## src/rtl/z_mul_share_arb.sv

```systemverilog
// z_mul_share_arb: round-robin front end that lets NREQ requesters share one
// pipelined unsigned multiplier. Issue is combinational. A tag shift register
// runs alongside the multiplier pipeline and routes each product back to the
// requester that issued it, in issue order, as a single-cycle strobe.
module z_mul_share_arb #(
    parameter int  ASIZE   = 37,
    parameter int  BSIZE   = 51,
    parameter int  NREQ    = 3,          // supported range 2..8
    parameter int  MUL_LAT = 2,          // ce-enabled cycles from operand to product
    localparam int PSIZE   = ASIZE + BSIZE
) (
    input  logic                  clk,
    input  logic                  rst,
    input  logic                  ce,
    input  logic [NREQ-1:0]       req_valid,
    output logic [NREQ-1:0]       req_ready,
    input  logic [NREQ*ASIZE-1:0] req_a,
    input  logic [NREQ*BSIZE-1:0] req_b,
    output logic                  mul_ce,
    output logic [ASIZE-1:0]      mul_a,
    output logic [BSIZE-1:0]      mul_b,
    input  logic [PSIZE-1:0]      mul_p,
    output logic [NREQ-1:0]       rsp_valid,
    output logic [PSIZE-1:0]      rsp_p,
    output logic                  busy
);

    // Width of a requester index, and NREQ at one extra bit so the rotated
    // search index can be wrapped without overflow.
    localparam int          GW     = (NREQ > 1) ? $clog2(NREQ) : 1;
    localparam logic [GW:0] NREQ_W = (GW + 1)'(NREQ);
    localparam logic [GW-1:0] LAST_REQ = GW'(NREQ - 1);

    // One slot of the tag pipeline: does this multiplier stage hold a real
    // operation, and which requester does its product belong to.
    typedef struct packed {
        logic          valid;
        logic [GW-1:0] id;
    } tag_t;

    logic [GW-1:0]    last_grant;
    logic [GW-1:0]    grant_idx;
    logic             grant_any;
    logic             handshake;
    logic [ASIZE-1:0] sel_a;
    logic [BSIZE-1:0] sel_b;
    logic [ASIZE-1:0] held_a;
    logic [BSIZE-1:0] held_b;
    tag_t             tag_in;
    tag_t             tag_pipe [MUL_LAT];
    tag_t             tag_out;
    logic [NREQ-1:0]  tag_onehot;
    logic             pipe_busy;

    // The multiplier follows the global enable so it stays in step with the
    // tag pipeline; both freeze together when ce is low.
    assign mul_ce = ce;

    // Round-robin search: start one past the last granted requester and take
    // the first one with valid operands.
    always_comb begin
        logic [GW:0] cand;
        // NOTE: combinational blocks use blocking '=' and give every output a
        // default first, so no path leaves a value unassigned and no latch is
        // inferred; clocked blocks use '<=' only.
        grant_any = 1'b0;
        grant_idx = '0;
        cand      = '0;
        for (int k = 1; k <= NREQ; k++) begin
            cand = {1'b0, last_grant} + (GW + 1)'(k);
            if (cand >= NREQ_W) begin
                cand = cand - NREQ_W;
            end
            if (!grant_any && req_valid[cand[GW-1:0]]) begin
                grant_any = 1'b1;
                grant_idx = cand[GW-1:0];
            end
        end
    end

    // A grant is only offered when the pipeline can move and reset is idle,
    // so every offered grant is also a completed handshake.
    assign handshake = ce & ~rst & grant_any;

    // Drive the one-hot ready vector from the winning index.
    always_comb begin
        req_ready = '0;
        if (handshake) begin
            req_ready[grant_idx] = 1'b1;
        end
    end

    // Pick the granted requester's operand slices out of the packed buses.
    always_comb begin
        sel_a = '0;
        sel_b = '0;
        for (int i = 0; i < NREQ; i++) begin
            if (grant_idx == GW'(i)) begin
                sel_a = req_a[i*ASIZE +: ASIZE];
                sel_b = req_b[i*BSIZE +: BSIZE];
            end
        end
    end

    // Remember the last issued operands so the multiplier inputs only toggle
    // when a new operation is actually issued.
    always_ff @(posedge clk) begin
        if (rst) begin
            held_a <= '0;
            held_b <= '0;
        end else if (handshake) begin
            held_a <= sel_a;
            held_b <= sel_b;
        end
    end

    assign mul_a = handshake ? sel_a : held_a;
    assign mul_b = handshake ? sel_b : held_b;

    // Arbitration pointer: moves only on a completed handshake; reset parks it
    // on the last requester so requester 0 has first priority.
    always_ff @(posedge clk) begin
        if (rst) begin
            last_grant <= LAST_REQ;
        end else if (handshake) begin
            last_grant <= grant_idx;
        end
    end

    assign tag_in.valid = handshake;
    assign tag_in.id    = grant_idx;

    // Tag shift register, advanced in lock-step with the multiplier pipeline;
    // non-issue ce cycles push an empty slot.
    always_ff @(posedge clk) begin
        if (rst) begin
            // NOTE: only the valid bits are reset; the ids are don't-care
            // whenever their valid bit is low, so clearing them buys nothing.
            for (int i = 0; i < MUL_LAT; i++) begin
                tag_pipe[i].valid <= 1'b0;
            end
        end else if (ce) begin
            tag_pipe[0] <= tag_in;
            for (int i = 1; i < MUL_LAT; i++) begin
                tag_pipe[i] <= tag_pipe[i-1];
            end
        end
    end

    assign tag_out = tag_pipe[MUL_LAT-1];

    // Decode the tag leaving the pipeline into the requester strobe.
    always_comb begin
        tag_onehot = '0;
        tag_onehot[tag_out.id] = 1'b1;
    end

    // Output stage: capture the product alongside a one-cycle strobe to its
    // owner; the product register holds between results.
    always_ff @(posedge clk) begin
        if (rst) begin
            rsp_valid <= '0;
            rsp_p     <= '0;
        end else if (ce && tag_out.valid) begin
            rsp_valid <= tag_onehot;
            rsp_p     <= mul_p;
        end else begin
            rsp_valid <= '0;
        end
    end

    // Busy while any slot of the tag pipeline is occupied or a result is
    // being presented.
    always_comb begin
        pipe_busy = 1'b0;
        for (int i = 0; i < MUL_LAT; i++) begin
            pipe_busy = pipe_busy | tag_pipe[i].valid;
        end
    end

    assign busy = pipe_busy | (|rsp_valid);

endmodule

```

## config.mk

```make
export PLATFORM = sky130hd
export DESIGN_NAME = z_mul_share_arb
export DESIGN_NICKNAME = d
export VERILOG_FILES = /design/src/rtl/z_mul_share_arb.sv
export SDC_FILE = /design/constraint.sdc
export NUM_CORES = 1
export LEC_CHECK = 0
export BUFFER_PORTS_ARGS = -buffer_cell sky130_fd_sc_hd__buf_2
export CAP_MARGIN = 5
export CORE_AREA = 3 3 209 211
export CTS_CLUSTER_SIZE = 25
export DETAILED_ROUTE_END_ITERATION = 12
export DIE_AREA = 0 0 212 214
export PLACE_DENSITY = 0.5
export SETUP_SLACK_MARGIN = 0.3
export SLEW_MARGIN = 20
export SYNTH_ARGS = -nofsm -noshare
export SYNTH_HDL_FRONTEND = slang
export SYNTH_SLANG_ARGS = --single-unit
```

## constraint.sdc

```tcl
create_clock -name clk -period 5.5 [get_ports clk]
set_input_delay 1.1 -clock clk [delete_from_list [all_inputs] [get_ports clk]]
set_output_delay 1.1 -clock clk [all_outputs]
set_load 0.01 [all_outputs]
```

==> results.md <==
- CTS tree: done
- Clk_lat worst skew: 490 ps
- Sequential Power Share: 38.5%
- Internal: 2.64 mW
- Layout cells sized above 1: 37.6%
- Area after DPL: 12500 um2
- Final #Nets: 2029
- Sw Pwr: 1.44 mW
- Register area share after synthesis: 40.8%
- Initial antenna violation count: 12
- Vias: 10694
- Critical Path, Cell by Cell: inv_1, ha_1, nand2b_4, a32oi_2, o211ai_1, o21ai_4, buf_4, a21o_1, nand2_1, buf_2
- WL final: 38.9 mm
- Outcome: finished clean
- Logic gate share of total power: 31.1%
- Starting density of the core: 22.2%
- Die Span X: 212 um
- Core footprint: 41900 um2
- Cell Pwr Density: 312 nW/um2
- H-Tree Depth: 4
- Max Freq: 0.207 GHz
- All-Layer GR Usage: 16.5%
- Yosys warns: 0
- Setup crit end kind: primary output
- Worst Hold Class: flip-flop to flip-flop
- Post-route setup TNS: 0 ps
- Clock Power Share: 30.5%
- Async S/R FF share, synth: 0%
- Worst Skew: 11.9 ps
- Die ar.: 45400 um2
- I/O Buffers: 541
- Sequential Area: 3800 um2
- Post-route cell area: 13100 um2
- Via density: 4.80
- CTS resizes: 0
- Root buffer cell: clkbuf_16
- Top-count cell post-synth: nand2_1
- Final setup fails: 0
- Leading area contributor after synthesis: dfxtp_1
- CTS buffer count: 17
- Synth Cell Area: 9330 um2
- Syn Inst Count: 1192
- DRT antenna net count: 0
- Synth top cells by count: 334 x nand2_1, 181 x dfxtp_1, 124 x a22oi_1
- Post-Syn Area per Cell: 7.83 um2
- Yosys reg bits: 187
- RSZ-0062 raised after global routing: false
- Worst setup path category: flip-flop to primary output
- Routed WL per cell: 17.5 um
- Worst EP required: 4400 ps
- Multi-input gate area: 5040 um2
- Pwr Total: 4.07 mW
- First-pass GRT wire length: 58.8 mm
- Setup crit start kind: flip-flop
- Initial DRC count: 610
- Unique masters post-synth: 45
- Global placer's final weighted congestion: 0.868
- Post-CTS Setup Inserts: 0
- Die H: 214 um
- Static leakage: 6.33 nW
- Rel. slew slack: 42.0%
- Syn nets: 1553
- Critical-path top delay cell: o21ai_4
- Actual transition at the worst max-transition pin: 869 ps
- Clk sink count: 187
- DP HPWL: 28.7 mm
- Minimum clock period: 4840 ps
- DRC viols: 0
- Fin. Hold Viols: 0
- Area share of the largest cell type after synthesis: 38.8%
- Drt pass-1 iters: 5
- Max Cap Viol: 0
- Maximum root-to-sink buffer count: 2
- Io pins: 542
- P&R area growth vs syn: 40.0%
- WP data arrival: 3740 ps
- Top post-synthesis cells by area: dfxtp_1 39%, nand2_1 13%, a22oi_1 10%, a21o_1 5.1%, a21oi_1 4.9%
- Top_reg_cell synth: dfxtp_1
- Crit-path max cell delay: 520 ps
- Sw frac: 35.3%
- Remaining Overflow, GRT: 0
- Slew Viols, Final: 0
- Rows: 75
- Critical-path maximum fanout: 28
- Vias in the first global route: 10586
- Worst vdd ir: 0.188 mV
- Fin crit share: 87.9%
- Worst-path clk slew: 80 ps
- Post-synth EDFFs: 6
- Largest net degree at the start of global routing: 81
- Fillers: 4628
-- cell families (layout without fill, tap and decap cells) --
logic type | after synthesis | after routing | share of synthesized area (%)
DFF | 187 | 187 | 40.8
xor gates and xnor gates | 1 | 1 | 0.0939
AOI/OAI and AO/OA | 407 | 407 | 29.8
buffers and inverters | 116 | 605 | 5.70
and+or+nand+nor | 453 | 453 | 20.6
adders and majority gates | 3 | 3 | 0.402
muxes | 25 | 25 | 2.68
other | 0 | 6 | 0
-- worst paths after layout --
| path | startpoint | to | slack (ps) | cells past startpoint |
|---|---|---|---|---|
| max reg2reg | last_grant[0] | held_a[11] | 2230 | 9 |
| max | last_grant[0] | mul_b[0] | 660 | 10 |
| min reg2reg | rsp_p[31] | rsp_p[31] | 450 | 2 |
| min | rsp_p[31] | rsp_p[31] | 450 | 2 |
-- state kept, by name (all words and copies together), names as in the netlist --
register    count
last_grant      2
rsp_p          88
rsp_valid       3
held_a         37
tag_pipe        6
held_b         51
-- timing repair --
item | CTS | global route
endpoints found under the setup margin | 0 | 2
hold buffers | 0 | 0
hold endpoints to repair | 0 | 0
-- final cells by class --
type / instances / share of cell area (%)
antenna: 6 / 0.115
clock buffer: 19 / 3.39
clock inverter: 13 / 0.996
inverter: 6 / 0.192
multi-input combinational: 889 / 38.6
sequential: 187 / 29.1
tap: 539 / 5.16
timing repair buffer: 567 / 22.4
-- power groups by stage --
stage          Combinational (mW)  Clock [mW]  Sequential, mW
2_1_floorplan               0.753           0            1.59
3_3_place_gp                 1.28           0            1.59
3_5_place_dp                 1.28           0            1.60
4_1_cts                      1.29        1.30            1.57
5_1_grt                      1.40        1.35            1.58
6_report                     1.27        1.24            1.57
-- worst max-delay path: cells and delay by family (launching register included) --
family / cells / cell delay [ps]
AOI/OAI and AO/OA: 4 / 1250
buffers and inverters: 3 / 730
DFF: 1 / 510
adders and majority gates: 1 / 460
and+or+nand+nor: 2 / 270
-- layout by cell type (no fill, tap or decap), types with 4 or more instances in the layout --
master	n
nor2b_1	25
edfxtp_1	6
inv_1	5
a22oi_1	124
nand3_1	64
mux2i_1	25
inv_6	4
o21ai_0	81
nor3_1	4
buf_2	540
o221ai_1	6
diode_2	6
o221ai_2	19
a21oi_1	91
dfxtp_1	181
nand2b_1	5
and2_1	4
nor2_1	8
buf_4	25
clkbuf_16	17
a21o_1	63
o21ai_1	9
nand2_1	332
-- routing by layer --
metal / vias to the layer above / GRT usage [%] / wire [um]
met5: - / 0 / 83
met2: 448 / 28.2 / 18900
met4: 12 / 6.56 / 1010
met3: 60 / 6.65 / 3720
li1: 5182 / - / -
met1: 4992 / 18.3 / 15200
-- through the flow --
stage / util, % / hold slack (ps) / setup slack [ps] / std cells
2_1_floorplan: - / 432 / 1910 / 1192
3_3_place_gp: 29.7 / 440 / 1070 / 2188
3_5_place_dp: 29.7 / 444 / 1040 / 2188
4_1_cts: 31.1 / 455 / 559 / 2220
5_1_grt: 31.1 / 472 / 311 / 2223
6_report: 31.1 / 453 / 664 / 2226
(Power assumes the default switching activity.)
